--- config.mk ---
export PLATFORM = sky130hd
export DESIGN_NAME = speed_trap_top
export DESIGN_NICKNAME = d
export VERILOG_FILES = /design/src/rtl/speed_trap_pkg.sv /design/src/rtl/speed_trap_uart_tx.sv /design/src/rtl/speed_trap_top.sv
export SDC_FILE = /design/constraint.sdc
export NUM_CORES = 1
export LEC_CHECK = 0
export BUFFER_PORTS_ARGS = -buffer_cell sky130_fd_sc_hd__clkbuf_2
export CAP_MARGIN = 5
export CORE_UTILIZATION = 65
export CTS_CLUSTER_DIAMETER = 200
export CTS_CLUSTER_SIZE = 8
export DETAILED_ROUTE_END_ITERATION = 10
export PLACE_DENSITY_LB_ADDON = 0.12
export SYNTH_ARGS = -nofsm -noshare
export SYNTH_HDL_FRONTEND = slang
export SYNTH_SLANG_ARGS = --single-unit
--- constraint.sdc ---
create_clock -name clk -period 5.5 [get_ports clk]
set_clock_uncertainty 0.15 [all_clocks]
set_input_delay 1.1 -clock clk [delete_from_list [all_inputs] [get_ports clk]]
set_output_delay 1.1 -clock clk [all_outputs]
set_load 0.01 [all_outputs]
--- src/rtl/speed_trap_pkg.sv ---
// Shared definitions for the speed-trap controller.
// Provides the FSM state encoding, the record header and field positions, the
// speed saturation helper, and the function that packs record byte 1.
package speed_trap_pkg;

    typedef enum logic [1:0] {
        ST_IDLE   = 2'd0,
        ST_TIMING = 2'd1,
        ST_DIVIDE = 2'd2,
        ST_SEND   = 2'd3
    } state_t;

    localparam logic [7:0] REC_HEADER      = 8'hA5;
    localparam int         REC_BYTES       = 3;
    localparam int         REC_EPASS_BIT   = 7;
    localparam int         REC_TIMEOUT_BIT = 6;
    localparam int         REC_SPEED_HI_W  = 6;
    localparam int         REC_SPEED_LO_W  = 8;
    localparam int         UART_FRAME_BITS = 10;

    // All-ones value for a result of the given width.
    function automatic logic [31:0] sat_value(input int unsigned width);
        return (32'd1 << width) - 32'd1;
    endfunction

    // Byte 1 of the record: {epass, timeout, speed high bits}.
    function automatic logic [7:0] build_byte1(input logic epass,
                                               input logic timeout,
                                               input logic [REC_SPEED_HI_W-1:0] speed_hi);
        logic [7:0] b;
        b = '0;
        b[REC_EPASS_BIT]            = epass;
        b[REC_TIMEOUT_BIT]          = timeout;
        b[REC_SPEED_HI_W-1:0]       = speed_hi;
        return b;
    endfunction

endpackage

--- src/rtl/speed_trap_uart_tx.sv ---
// Byte-wide 8N1 UART transmitter, LSB first, line idles high.
// Ports:
//   clk, reset_n (synchronous, active-high)
//   start  : request to send data; accepted when ready is high
//   data   : byte to send
//   ready  : a new byte can be accepted this cycle (idle, or last cycle of a
//            stop bit so consecutive frames run back-to-back)
//   busy   : a frame is on the line
//   txd    : serial line
module speed_trap_uart_tx
    import speed_trap_pkg::*;
#(
    parameter int CLKS_PER_BIT = 434
) (
    input  logic       clk,
    input  logic       reset_n,
    input  logic       start,
    input  logic [7:0] data,
    output logic       ready,
    output logic       busy,
    output logic       txd
);

    localparam int CW = $clog2(CLKS_PER_BIT + 1);

    logic [CW-1:0] clk_cnt;
    logic [3:0]    bit_idx;
    logic [8:0]    shreg;
    logic          bit_end;
    logic          frame_end;

    assign bit_end   = (clk_cnt == '0);
    assign frame_end = busy && bit_end && (bit_idx == 4'(UART_FRAME_BITS - 1));
    assign ready     = !busy || frame_end;

    always_ff @(posedge clk) begin
        if (reset_n) begin
            busy    <= 1'b0;
            txd     <= 1'b1;
            clk_cnt <= '0;
            bit_idx <= '0;
            shreg   <= '1;
        end else if (start && ready) begin
            busy    <= 1'b1;
            txd     <= 1'b0;
            clk_cnt <= CW'(CLKS_PER_BIT - 1);
            bit_idx <= '0;
            shreg   <= {1'b1, data};
        end else if (busy) begin
            if (bit_end) begin
                if (frame_end) begin
                    busy <= 1'b0;
                    txd  <= 1'b1;
                end else begin
                    // shreg refills with ones so the stop bit falls out last
                    txd     <= shreg[0];
                    shreg   <= {1'b1, shreg[8:1]};
                    bit_idx <= bit_idx + 4'd1;
                    clk_cnt <= CW'(CLKS_PER_BIT - 1);
                end
            end else begin
                clk_cnt <= clk_cnt - CW'(1);
            end
        end
    end

endmodule

--- src/rtl/speed_trap_top.sv ---
// Vehicle speed-trap controller (chip top).
// Measures sensor1 -> sensor3 travel time in 10 ms units, divides DIST_CONST
// by it to get speed in 0.1 km/h, and sends a 3-byte record over UART.
// Ports:
//   clk             : system clock
//   reset_n         : synchronous reset, active-high despite the name
//   sensor1..3      : asynchronous road sensors, high while a vehicle is over
//   valid_Epass     : e-pass tag valid, sampled at the sensor2 rising edge
//   enable          : resend the last record when idle
//   serial_data_out : UART TX line
//
// state     | meaning
// ----------+-------------------------------------------------------------
// ST_IDLE   | waiting for sensor1 rise or a resend request
// ST_TIMING | counting t in 10 ms units, latching e-pass, waiting sensor3
// ST_DIVIDE | sequential DIST_CONST / t with saturation
// ST_SEND   | shifting the 3-byte record out on the UART
module speed_trap_top
    import speed_trap_pkg::*;
#(
    parameter int WIDTH_TIK    = 16,
    parameter int WIDTH_MS     = 9,
    parameter int WIDTH_SPEED  = 14,
    parameter int TICKS_PER_MS = 50000,
    parameter int DIST_CONST   = 72000,
    parameter int CLKS_PER_BIT = 434
) (
    input  logic clk,
    input  logic reset_n,
    input  logic sensor1,
    input  logic sensor2,
    input  logic sensor3,
    input  logic valid_Epass,
    input  logic enable,
    output logic serial_data_out
);

    localparam int DW    = WIDTH_MS + WIDTH_SPEED;
    localparam int CNT_W = $clog2(WIDTH_SPEED);
    localparam logic [31:0]            SAT_FULL  = sat_value(WIDTH_SPEED);
    localparam logic [WIDTH_SPEED-1:0] SPEED_SAT = SAT_FULL[WIDTH_SPEED-1:0];
    localparam logic [WIDTH_MS-1:0]    T_MAX     = '1;

    // ---------------- input synchronizers and edge detect ----------------
    logic [4:0] in_raw, sync_a, sync_b;
    logic [2:0] sens_prev;
    logic       s1_rise, s2_rise, s3_rise;
    logic       valid_sync, enable_sync;

    assign in_raw = {enable, valid_Epass, sensor3, sensor2, sensor1};

    always_ff @(posedge clk) begin
        if (reset_n) begin
            sync_a    <= '0;
            sync_b    <= '0;
            sens_prev <= '0;
        end else begin
            sync_a    <= in_raw;
            sync_b    <= sync_a;
            sens_prev <= sync_b[2:0];
        end
    end

    assign s1_rise     = sync_b[0] & ~sens_prev[0];
    assign s2_rise     = sync_b[1] & ~sens_prev[1];
    assign s3_rise     = sync_b[2] & ~sens_prev[2];
    assign valid_sync  = sync_b[3];
    assign enable_sync = sync_b[4];

    // ---------------- state and datapath registers ----------------
    state_t                 state, state_next;
    logic [WIDTH_TIK-1:0]   tick;
    logic [3:0]             decade;
    logic [WIDTH_MS-1:0]    t;
    logic                   ms_pulse, pulse_10ms;
    logic                   epass, s2_seen;
    logic [DW-1:0]          rem, den, t_ext;
    logic [WIDTH_SPEED-1:0] quo, quo_next, speed_final;
    logic [CNT_W-1:0]       div_cnt;
    logic                   div_sat, div_ge, div_done, sat_now;
    logic [7:0]             rec_b1, rec_b2, rec_b1_div, tx_data;
    logic                   rec_valid;
    logic [1:0]             byte_idx;
    logic                   meas_start, go_divide, timeout_hit;
    logic                   tx_start, tx_ready, tx_busy;

    assign ms_pulse    = (tick == WIDTH_TIK'(TICKS_PER_MS - 1));
    assign pulse_10ms  = ms_pulse && (decade == 4'd9);
    assign timeout_hit = (t == T_MAX);
    assign go_divide   = (state == ST_TIMING) && !timeout_hit && s3_rise;

    // Anything that would not fit in WIDTH_SPEED bits (including t == 0)
    // saturates, so the remaining quotient needs only WIDTH_SPEED steps.
    assign t_ext   = DW'(t);
    assign sat_now = (DW'(DIST_CONST) >= (t_ext << WIDTH_SPEED));

    assign div_done = (state == ST_DIVIDE) && (div_sat || (div_cnt == '0));

    always_comb begin
        div_ge   = (rem >= den);
        quo_next = quo;
        if (div_ge) begin
            quo_next[div_cnt] = 1'b1;
        end
    end

    assign speed_final = div_sat ? SPEED_SAT : quo_next;
    assign rec_b1_div  = build_byte1(epass, 1'b0,
                                     speed_final[REC_SPEED_LO_W +: REC_SPEED_HI_W]);

    // ---------------- FSM ----------------
    always_ff @(posedge clk) begin
        if (reset_n) begin
            state <= ST_IDLE;
        end else begin
            state <= state_next;
        end
    end

    always_comb begin
        state_next = state;
        meas_start = 1'b0;
        tx_start   = 1'b0;
        case (state)
            ST_IDLE: begin
                if (s1_rise) begin
                    state_next = ST_TIMING;
                    meas_start = 1'b1;
                end else if (enable_sync && rec_valid) begin
                    state_next = ST_SEND;
                end
            end
            ST_TIMING: begin
                if (timeout_hit) begin
                    state_next = ST_SEND;
                end else if (s3_rise) begin
                    state_next = ST_DIVIDE;
                end
            end
            ST_DIVIDE: begin
                if (div_done) begin
                    state_next = ST_SEND;
                end
            end
            ST_SEND: begin
                if (byte_idx != 2'(REC_BYTES)) begin
                    tx_start = tx_ready;
                end else if (!tx_busy) begin
                    state_next = ST_IDLE;
                end
            end
            default: state_next = ST_IDLE;
        endcase
    end

    // ---------------- datapath ----------------
    always_ff @(posedge clk) begin
        if (reset_n) begin
            tick      <= '0;
            decade    <= '0;
            t         <= '0;
            epass     <= 1'b0;
            s2_seen   <= 1'b0;
            rem       <= '0;
            den       <= '0;
            quo       <= '0;
            div_cnt   <= '0;
            div_sat   <= 1'b0;
            rec_b1    <= '0;
            rec_b2    <= '0;
            rec_valid <= 1'b0;
            byte_idx  <= '0;
        end else begin
            // timebase: 1 ms ticks, 10 ms decade, t in 10 ms units
            if (meas_start) begin
                tick   <= '0;
                decade <= '0;
                t      <= '0;
            end else if (state == ST_TIMING) begin
                tick <= ms_pulse ? '0 : tick + WIDTH_TIK'(1);
                if (ms_pulse) begin
                    decade <= (decade == 4'd9) ? 4'd0 : decade + 4'd1;
                end
                if (pulse_10ms && !timeout_hit) begin
                    t <= t + WIDTH_MS'(1);
                end
            end

            // only the first sensor2 rise of a measurement samples the tag
            if (meas_start) begin
                epass   <= 1'b0;
                s2_seen <= 1'b0;
            end else if ((state == ST_TIMING) && s2_rise && !s2_seen) begin
                epass   <= valid_sync;
                s2_seen <= 1'b1;
            end

            // restoring divider, one quotient bit per cycle from the MSB
            if (go_divide) begin
                rem     <= DW'(DIST_CONST);
                den     <= t_ext << (WIDTH_SPEED - 1);
                quo     <= '0;
                div_cnt <= CNT_W'(WIDTH_SPEED - 1);
                div_sat <= sat_now;
            end else if ((state == ST_DIVIDE) && !div_sat) begin
                if (div_ge) begin
                    rem <= rem - den;
                end
                quo <= quo_next;
                den <= den >> 1;
                if (div_cnt != '0) begin
                    div_cnt <= div_cnt - CNT_W'(1);
                end
            end

            if (div_done) begin
                rec_b1    <= rec_b1_div;
                rec_b2    <= speed_final[REC_SPEED_LO_W-1:0];
                rec_valid <= 1'b1;
            end else if ((state == ST_TIMING) && timeout_hit) begin
                rec_b1    <= build_byte1(epass, 1'b1, '0);
                rec_b2    <= '0;
                rec_valid <= 1'b1;
            end

            if (state != ST_SEND) begin
                byte_idx <= '0;
            end else if (tx_start) begin
                byte_idx <= byte_idx + 2'd1;
            end
        end
    end

    always_comb begin
        case (byte_idx)
            2'd0:    tx_data = REC_HEADER;
            2'd1:    tx_data = rec_b1;
            default: tx_data = rec_b2;
        endcase
    end

    speed_trap_uart_tx #(
        .CLKS_PER_BIT(CLKS_PER_BIT)
    ) u_uart_tx (
        .clk     (clk),
        .reset_n (reset_n),
        .start   (tx_start),
        .data    (tx_data),
        .ready   (tx_ready),
        .busy    (tx_busy),
        .txd     (serial_data_out)
    );

endmodule

==> summary.txt, run 1 <==
Placed design
  • Cells after DPL: about 1100
  • Post-DP HPWL: approximately 12000 um
  • Placed Area: between 7000 and 8000 um2
  • Count of input and output buffers: 7
  • Routability congestion estimate: a little over 0.9
  • Post-Place Worst Slack: approximately 1900 ps

STA
  • Endpoints failing hold: 0
  • Hold Worst Slack: just under 300 ps
  • Slew @ Worst Pin: roughly 1200 ps
  • Setup TNS: 0 ps
  • Final worst path period need: about 3700 ps
  • Final worst slack: between 1500 and 2000 ps
  • Slew HR: about 22%
  • Final max-slew violation count: 0
  • Final Setup Violations: 0
  • RSZ-0062 raised after global routing: no
  • Peak Freq: between 200 and 300 MHz
  • Fin crit share: between 60 and 70%

Global route
  • Pin count of the biggest net entering global routing: between 40 and 50
  • First-pass GRT wire length: a little under 30000 um
  • Initial antenna violation count: 0
  • Vias in the first global route: approximately 6400
  • Gr usage total: between 20% and 30%
  • Grt total ovfl: 0

Power
  • Comb pwr share: 41.2%
  • Net Sw Power: around 1.6 mW
  • Cell Pwr Density: approximately 500 nW/um2
  • Flop pwr share: between 30% and 40%
  • Switching share of power: slightly below 40%
  • Leak pwr: slightly above 3 nW
  • Int Power: ~2.6 mW
  • Maximum VDD drop: ~270 uV
  • Clock power frac: about 28%

Layout
  • Non-Filler Instances: roughly 1100
  • Final net count: between 900 and 1000
  • Antenna diodes: 0
  • Fillers: ~900
  • Design Area, Final: approximately 8400 um2
  • Commonest non-fill, non-tap cells in the layout: 152 x dfxtp_1, 114 x nand2_1, 97 x nor2_1, 83 x a21oi_1, 49 x inv_1
  • Area Growth Syn to Fin: 7.82%
  • Share of cells above drive strength 1: 5.93%
  • Commonest non-fill, non-tap cell in the layout: dfxtp_1

Floorplanning
  • Boundary pin count: 8
  • Chip height: between 100 and 150 um
  • Die width: 112 um
  • Row count: 39
  • Effective utilization at floorplan: between 60% and 70%
  • Die ar.: between 10000 and 15000 um2
  • Core area: 11600 um2

Synthesis
  • Post-synth ARST share: 0%
  • Syn Std Cell Area: ~7800 um2
  • Synth Flop Type: dfxtp_1
  • Top post-synthesis cells by area: dfxtp_1 39%, ha_1 6.7%, nand2_1 5.5%, a21oi_1 5.3%, nor2_1 4.7%
  • Yosys top cell by area: dfxtp_1
  • Synth Register Bits: between 150 and 200
  • Yosys warns: 0
  • Count of cell types in the netlist: slightly below 70
  • Share of the synthesized area in the top cell type: a little under 40%
  • Synth Instances: between 900 and 1000
  • Post-synth EDFFs: 0
  • Sequential area share after synthesis: around two fifths
  • Mean Syn Cell Area: 8.19 um2
  • Mapped Nets: around 1000

Clock network
  • Root Buffer: clkbuf_16
  • Hold_buf cts: 0
  • Clk pin slew, worst setup/hold paths: around 60 ps
  • Clk buf depth: 2
  • Sink Count: 152
  • CTS H-tree lvls: 4
  • Post-CTS Setup Inserts: 0
  • CTS Buf Count: 17
  • CTS resizes: 0
  • Clk Latency, worst-skew pair: around 420 ps
  • CTS tree: built

Setup path
  • Buf/Inv on CP: 2
  • CP Cell Sequence: inv_1, ha_1, nand2_1, o21a_1, o21ai_1, o2bb2ai_1, or2_1, buf_4, nand3_1, a21oi_1
  • Setup crit end: rem[20]$_SDFFE_PP0P_
  • Max incr delay on CP: 750 ps
  • Crit Path Class: flop to flop
  • Crit path max fanout: 24
  • Reg-to-Reg Start: den[18]$_SDFFE_PP0P_
  • Worst path slowest cell: o21ai_1
  • Critical Path RT: around 5700 ps
  • Worst R2R Setup Slack: 1790 ps
  • Crit path depth: 10
  • CP Launch Type: flop
  • Worst r2r dst: rem[20]$_SDFFE_PP0P_
  • Crit-path leading delay family: compound AO/OA/AOI/OAI gates
  • R2R depth: 10
  • Crit end category: flop
  • CP Launch Point: den[18]$_SDFFE_PP0P_
  • Crit path DAT: 3910 ps

Status
  • Run status: finished clean

Routing
  • DR vias: roughly 6800
  • Via-to-Cell Ratio: approximately 6.2
  • Routed WL: 17600 um
  • Wire length per cell: ~16 um
  • Initial drt markers: approximately 650
  • Antenna-violating nets left: 0
  • DRC viols: 0
  • DR pass1 iterations: 5

Run
  • Max-cap viol count: 0

Hold path
  • Worst hold path type: flop to flop
[cell type report]
cell class              instances  area (um2)  area share [%]
multi-input cells             699        4340            51.6
flip-flops and latches        152        3040            36.2
clock buffers                  23         468            5.56
inverters                      49         184            2.19
well taps                     143         179            2.13
clock inverters                 8         121            1.44
repair buffers                 13        80.1           0.952
[stage by stage]
step	power (mW)	utilization [%]
finish	4.17	72.8
global route	4.40	72.8
CTS	4.14	72.8
detailed placement	2.96	67.7
global placement	2.92	67.7
floorplan	2.66	-
[Yosys cell counts (5+ instances only)]
cell type,count
nand3_1,21
nand3b_1,6
xnor2_1,18
a31oi_1,19
nor3b_1,6
dfxtp_1,152
inv_1,49
a311oi_1,10
o21ai_0,32
nor2b_1,24
nor2_1,97
mux2i_1,10
nand4_1,16
a21oi_1,83
o211ai_1,13
ha_1,42
xor2_1,23
nand2_1,114
buf_2,6
clkbuf_1,40
or3_1,9
or2_2,5
a211oi_1,35
o21a_1,6
nand2b_1,8
nor3_1,21
nor4_1,7
[kinds of logic after synthesis]
family                   after synthesis  synth area share, %
adder cells (fa/ha/maj)               43                 6.99
XOR/XNOR                              41                 4.60
buffers and inverters                102                 5.40
multiplexers                          14                 1.86
AO/OA/AOI/OAI                        244                 20.3
flip-flops                           152                 39.0
AND/OR/NAND/NOR                      357                 21.9
[sequential cells by signal, indices dropped and copies added (netlist names), 5 cells and up]
register	cells
sync_a	5
quo	14
sync_b	5
u_uart_tx.clk_cnt	9
rem	23
den	22
rec_b2	8
u_uart_tx.shreg	8
rec_b1	8
t	9
tick	16
[power groups by stage]
stage	clock network, mW	logic (mW)	registers [mW]
final	1.17	1.72	1.28
after global routing	1.23	1.88	1.30
after CTS	1.18	1.68	1.28
after detailed placement	0	1.66	1.30
after global placement	0	1.62	1.30
after floorplan	0	1.38	1.28
[per-layer routing]
metal  part of all wire (%)  up-vias  global-route usage [%]
li1                       -     3336                       -
met1                     46     3211                    38.1
met2                     48      197                    48.6
met3                    5.0       42                    6.31
met4                    1.8        0                    9.55
met5                      0        -                       0
[worst min-delay path by stage]
stage	from	endpoint	slack, ps	cells past startpoint
2_1_floorplan	sync_a[0]$_SDFF_PP0_	sync_b[0]$_SDFF_PP0_	260	1
3_3_place_gp	sync_a[2]$_SDFF_PP0_	sync_b[2]$_SDFF_PP0_	270	1
3_5_place_dp	sync_a[0]$_SDFF_PP0_	sync_b[0]$_SDFF_PP0_	280	1
4_1_cts	sync_a[1]$_SDFF_PP0_	sync_b[1]$_SDFF_PP0_	290	1
5_1_grt	sync_a[4]$_SDFF_PP0_	sync_b[4]$_SDFF_PP0_	310	1
6_report	sync_a[1]$_SDFF_PP0_	sync_b[1]$_SDFF_PP0_	290	1
(Power assumes the default switching activity.)
==> run 2, diff against run 1 <==
Settings changed: CORE_UTILIZATION 65 to 63.
Clock period 5.5 ns to 3.6 ns, I/O delays scaled along.
==> run 2 against run 1 <==
Compared with the run above: hold slack better by 4.1 ps; final cell count is 3.1% higher; highest routed layer unchanged; core utilization fell by 2.1 points; largest power group unchanged; die area grew 3.1%; critical path depth down 1; final area grew 1.3%.
==> summary.txt, run 2 (synthesized netlist as in run 1, its figures left out) <==
Layout
  • Commonest non-fill, non-tap cell in the layout: dfxtp_1
  • Core Util, Final: 70.7% (-2.1 points)
  • Non-Filler Instances: 1121 (+3.1%)
  • Largest Register: rem
  • Area Growth Syn to Fin: 9.25%
  • Largest regs: rem (23), den (22), tick (16)
  • Final net count: 990 (+0.81%)
  • Max reg flops: 23 (unchanged)
  • Design Area, Final: 8530 um2 (+1.3%)
  • Antenna diodes: 0 (unchanged)
  • Commonest non-fill, non-tap cells in the layout: 152 x dfxtp_1, 114 x nand2_1, 97 x nor2_1, 83 x a21oi_1, 49 x inv_1
  • Share of cells above drive strength 1: 7.14% (+1.2 points)

Clock network
  • CTS Buf Count: 17 (unchanged)
  • Root Buffer: clkbuf_16
  • Clk Latency, worst-skew pair: 440 ps (+20 ps)
  • CTS H-tree lvls: 4 (unchanged)
  • Clk pin slew, worst setup/hold paths: 60 ps (about the same)
  • Clk buf depth: 2 (unchanged)
  • Hold_buf cts: 0 (unchanged)
  • CTS tree: built
  • CTS resizes: 0 (unchanged)
  • Sink Count: 152 (unchanged)
  • Post-CTS Setup Inserts: 0 (unchanged)

Setup path
  • Crit Path Class: flop to flop
  • CP Launch Point: den[8]$_SDFFE_PP0P_
  • CP Launch Type: flop
  • CP Cell Sequence: inv_1, ha_1, nand4_1, nor3_1, o31a_1, o31ai_1, a21oi_1, o211ai_1, a211oi_1
  • Crit path DAT: 3440 ps (-470 ps)
  • Buf/Inv on CP: 1 (-1)
  • Worst path slowest cell: a21oi_1
  • Crit end category: flop
  • Crit path max fanout: 13 (-46%)
  • Max incr delay on CP: 890 ps (+140 ps)
  • Crit-path leading delay family: compound AO/OA/AOI/OAI gates
  • Reg-to-Reg Start: den[8]$_SDFFE_PP0P_
  • Critical Path RT: 3790 ps (-1910 ps)

Routing
  • DRC viols: 0 (unchanged)
  • Antenna-violating nets left: 0 (unchanged)
  • Via-to-Cell Ratio: 6.05 (-3.1%)
  • Routed WL: 18300 um (+3.4%)
  • DR vias: 6782 (-0.059%)
  • Wire length per cell: 16.3 um (+0.27%)
  • DR pass1 iterations: 5 (unchanged)
  • Initial drt markers: 627 (-2.8%)

Floorplanning
  • Row count: 40 (+2.6%)
  • Chip height: 113 um (+1.5%)
  • Core area: 12100 um2 (+4.3%)
  • Die ar.: 12800 um2 (+3.1%)
  • Effective utilization at floorplan: 64.7% (-2.8 points)
  • Boundary pin count: 8 (unchanged)
  • Die width: 113 um (+1.5%)

Hold path
  • Worst hold path type: flop to flop
  • Hold_sp: sync_a[3]$_SDFF_PP0_

STA
  • Final worst path period need: 3250 ps (-459 ps)
  • Endpoints failing hold: 0 (unchanged)
  • RSZ-0062 raised after global routing: no
  • Slew HR: 23.0% (+0.46 points)
  • Slew @ Worst Pin: 1160 ps (-6.84 ps)
  • Final max-slew violation count: 0 (unchanged)
  • Peak Freq: 308 MHz (+14%)
  • Fin crit share: 90.3% (+23 points)
  • Setup TNS: 0 ps (unchanged)
  • Final Setup Violations: 0 (unchanged)

Placed design
  • Cells after DPL: 1089 (+3.1%)
  • Post-DP HPWL: 12300 um (+1.9%)
  • Placed Area: 7920 um2 (+1.2%)
  • Count of input and output buffers: 7 (unchanged)
  • Routability congestion estimate: 0.898 (-2.0%)

Global route
  • Vias in the first global route: 6304 (-0.97%)
  • Pin count of the biggest net entering global routing: 43 (-10%)
  • First-pass GRT wire length: 30400 um (+1.8%)
  • Initial antenna violation count: 0 (unchanged)
  • Gr usage total: 29.6% (+0.33 points)
  • Grt total ovfl: 0 (unchanged)

Run
  • Max-cap viol count: 0 (unchanged)

Power
  • Maximum VDD drop: 393 uV (+43%)
  • Leak pwr: 3.14 nW (+1.8%)
  • Total power: 6.56 mW (+57%)
  • Cell Pwr Density: 769 nW/um2 (+55%)

Status
  • Run status: finished clean
run 2: changes by cell type in the layout (fill, tap and decap cells not counted):
cell,change
inv_6,+1
clkbuf_8,-2
clkbuf_1,-3
bufinv_16,+1
buf_4,+8
clkinv_2,+4
run 2: report_power, final:
part	internal [mW]	leakage (nW)	switching [mW]	total, mW
Combinational	0.998	1.61	1.74	2.74
Clock	1.15	0.303	0.713	1.86
Sequential	1.84	1.23	0.120	1.95
Total	3.98	3.14	2.57	6.56
run 2: layout make-up:
class	count	area [um2]
well taps	168	210
clock inverters	14	180
fillers	983	3540
clock buffers	18	429
multi-input cells	699	4340
flip-flops and latches	152	3040
inverters	49	184
repair buffers	21	140
run 2: path summary, 6_finish.rpt:
kind                             to  slack [ps]  cells past startpoint
max          rec_b1[1]$_SDFFE_PP0P_         350                      9
min            sync_b[3]$_SDFF_PP0_         290                      1
min reg2reg    sync_b[3]$_SDFF_PP0_         290                      1
max reg2reg  rec_b1[1]$_SDFFE_PP0P_         350                      9
run 2: per-layer routing:
layer	vias to the layer above	GRT usage [%]	wire, um
li1	3358	-	-
met4	0	7.37	222
met3	28	6.91	918
met1	3203	40.3	8580
met5	-	0	0
met2	193	47.6	8530
run 2: worst reg2reg max path, stage by stage, from the launching register on:
cell	delay [ps]
dfxtp_1	340
inv_1	50
ha_1	390
nand4_1	230
nor3_1	240
o31a_1	280
o31ai_1	130
a21oi_1	890
o211ai_1	160
a211oi_1	300
run 2: per-stage QoR:
step	setup slack (ps)	hold WS [ps]
final	350	294
after global routing	123	304
after CTS	378	301
after detailed placement	400	274
after global placement	489	276
after floorplan	885	264
==> run 3, diff against run 2 <==
Settings changed: PLACE_DENSITY set to 0.84, PLACE_DENSITY_LB_ADDON 0.12 to not set.
==> run 3 against run 2 <==
Compared with the run above: sequential cell count unchanged; total power shrank 0.20%; routed wire length down 7.6%; clock-buffer cell count is the same; hold slack got worse by 5.2 ps; clock power about the same; worst setup slack better by 68 ps; highest routed layer unchanged.
==> summary.txt, run 3 (synthesized netlist as in run 1, its figures left out) <==
Global route
  • Gr usage total: 27.6% (-2.1 points)
  • Grt total ovfl: 0 (unchanged)
  • Pin count of the biggest net entering global routing: 54 (+26%)
  • Initial antenna violation count: 0 (unchanged)
  • First-pass GRT wire length: 28600 um (-5.8%)
  • Vias in the first global route: 6257 (-0.75%)

Layout
  • Design Area, Final: 8580 um2 (+0.69%)
  • Fillers: 884 (-10%)
  • Area taken by flip-flops and latches: 3040 um2 (unchanged)
  • Core Util, Final: 71.2% (+0.49 points)
  • Antenna diodes: 0 (unchanged)
  • Final net count: 992 (+0.20%)
  • Commonest non-fill, non-tap cells in the layout: 152 x dfxtp_1, 114 x nand2_1, 97 x nor2_1, 83 x a21oi_1, 49 x inv_1
  • Area Growth Syn to Fin: 10.0%
  • Max reg flops: 23 (unchanged)
  • Commonest non-fill, non-tap cell in the layout: dfxtp_1
  • Largest Register: rem
  • Non-Filler Instances: 1123 (+0.18%)
  • Largest regs: rem (23), den (22), tick (16)
  • Share of cells above drive strength 1: 7.43% (+0.30 points)
  • Multi-input gate area: 4340 um2 (unchanged)

Setup path
  • Crit Path Class: flop to flop
  • Critical Path RT: 3770 ps (-20 ps)
  • Reg-to-Reg Start: rem[0]$_SDFFE_PP0P_
  • Crit path DAT: 3350 ps (-90 ps)
  • Worst r2r dst: rem[18]$_SDFFE_PP0P_
  • Buf/Inv on CP: 2 (+1)
  • Crit-path leading delay family: compound AO/OA/AOI/OAI gates
  • Crit path max fanout: 3 (-10)
  • Crit path depth: 11 (+2)
  • Crit-path most repeated cell: inv_1
  • Max incr delay on CP: 660 ps (-230 ps)
  • Worst R2R Setup Slack: 420 ps (+70 ps)
  • Crit end category: flop
  • R2R depth: 11 (+2)
  • Worst path slowest cell: a2111oi_0
  • CP Launch Type: flop
  • CP Cell Sequence: inv_1, ha_1, inv_1, fa_1, a211oi_1, o21ai_0, a2111oi_0, o41a_1, nor3_1, mux2_2, nand3_1

Placed design
  • Routability congestion estimate: 0.920 (+2.4%)
  • Count of input and output buffers: 7 (unchanged)
  • Post-DP HPWL: 11300 um (-8.2%)
  • Placed Area: 7960 um2 (+0.51%)
  • Cells after DPL: 1091 (+0.18%)
  • Post-Place Worst Slack: 460 ps (+59.5 ps)

Routing
  • Routed WL: 16900 um (-7.6%)
  • Wire length per cell: 15.0 um (-7.8%)
  • DRC viols: 0 (unchanged)
  • Antenna-violating nets left: 0 (unchanged)
  • Initial drt markers: 440 (-30%)
  • DR vias: 6660 (-1.8%)
  • DR pass1 iterations: 5 (unchanged)
  • Via-to-Cell Ratio: 5.93 (-2.0%)

Clock network
  • CTS H-tree lvls: 4 (unchanged)
  • Hold_buf cts: 0 (unchanged)
  • CTS tree: built
  • CTS Buf Count: 17 (unchanged)
  • Root Buffer: clkbuf_16
  • Clk Latency, worst-skew pair: 430 ps (about the same)
  • CTS resizes: 0 (unchanged)
  • Sink Count: 152 (unchanged)
  • Clk pin slew, worst setup/hold paths: 70 ps (about the same)
  • Clk buf depth: 2 (unchanged)
  • Post-CTS Setup Inserts: 0 (unchanged)

Floorplanning
  • Die width: 113 um (unchanged)
  • Effective utilization at floorplan: 64.7% (unchanged)
  • Core area: 12100 um2 (unchanged)
  • Die ar.: 12800 um2 (unchanged)
  • Chip height: 113 um (unchanged)
  • Boundary pin count: 8 (unchanged)
  • Row count: 40 (unchanged)

STA
  • Slew HR: 27.5% (+4.6 points)
  • Setup TNS: 0 ps (unchanged)
  • Fin crit share: 88.4% (-1.9 points)
  • Final max-slew violation count: 0 (unchanged)
  • Final worst path period need: 3180 ps (-68.4 ps)
  • Final worst slack: 419 ps (+68.4 ps)
  • Hold Worst Slack: 289 ps (-5.19 ps)
  • Slew @ Worst Pin: 1090 ps (-68.8 ps)
  • Peak Freq: 314 MHz (+2.1%)
  • RSZ-0062 raised after global routing: no
  • Final Setup Violations: 0 (unchanged)
  • Endpoints failing hold: 0 (unchanged)

Power
  • Maximum VDD drop: 605 uV (+54%)
  • Total power: 6.55 mW (-0.20%)
  • Cell Pwr Density: 763 nW/um2 (-0.88%)
  • Leak pwr: 3.16 nW (+0.72%)

Hold path
  • Hold path depth: 1 (unchanged)
  • Min-Delay Endpoint: sync_b[1]$_SDFF_PP0_
  • Worst hold path type: flop to flop
  • Hold_sp: sync_a[1]$_SDFF_PP0_

Status
  • Run status: finished clean

Run
  • Max-cap viol count: 0 (unchanged)
==> run 3: changes by cell type in the layout (fill, tap and decap cells not counted) <==
cell       previous run  this run
clkinv_2              7         1
clkinv_4              1         4
inv_8                 0         3
buf_12                0         2
bufinv_16             4         3
clkbuf_1              1         0
clkbuf_8              0         1
inv_6                 1         2
==> run 3: worst max path at each step <==
stage                              from                     end  slack (ps)
finish              rem[0]$_SDFFE_PP0P_    rem[18]$_SDFFE_PP0P_         420
global route        den[8]$_SDFFE_PP0P_  rec_b1[1]$_SDFFE_PP0P_         130
CTS                 rem[0]$_SDFFE_PP0P_    rem[18]$_SDFFE_PP0P_         420
detailed placement  den[6]$_SDFFE_PP0P_    quo[13]$_SDFFE_PP0P_         460
global placement    rem[0]$_SDFFE_PP0P_    rem[18]$_SDFFE_PP0P_         500
floorplan           den[6]$_SDFFE_PP0P_    quo[10]$_SDFFE_PP0P_         890
==> run 3: cell type report <==
| type | count | share of cell area [%] |
|---|---|---|
| Clock inverter | 14 | 2.20 |
| Tap cell | 168 | 2.45 |
| Clock buffer | 18 | 5.12 |
| Inverter | 49 | 2.14 |
| Multi-Input combinational cell | 699 | 50.5 |
| Sequential cell | 152 | 35.4 |
| Timing Repair Buffer | 23 | 2.10 |
==> run 3: worst register-to-register path: cells and delay by family, from the launching register on <==
family                     cells  cell delay [ps]
adders and majority gates      2              610
and+or+nand+nor                2              150
AOI/OAI and AO/OA              4             1490
buffers and inverters          2              130
DFF                            1              320
muxes                          1              220
==> run 3: layer usage <==
metal | part of all wire [%] | GRT usage (%) | vias up
li1 | - | - | 3354
met1 | 44 | 33.6 | 3111
met2 | 49 | 47.5 | 165
met3 | 4.9 | 6.21 | 30
met4 | 2.0 | 10.5 | 0
met5 | 0 | 0 | -
==> run 3: power breakdown <==
part	internal, mW	switching [mW]	leakage [nW]
clock	1.13	0.752	0.307
combinational	1.04	1.67	1.63
sequential	1.83	0.118	1.23
total	4.00	2.55	3.16
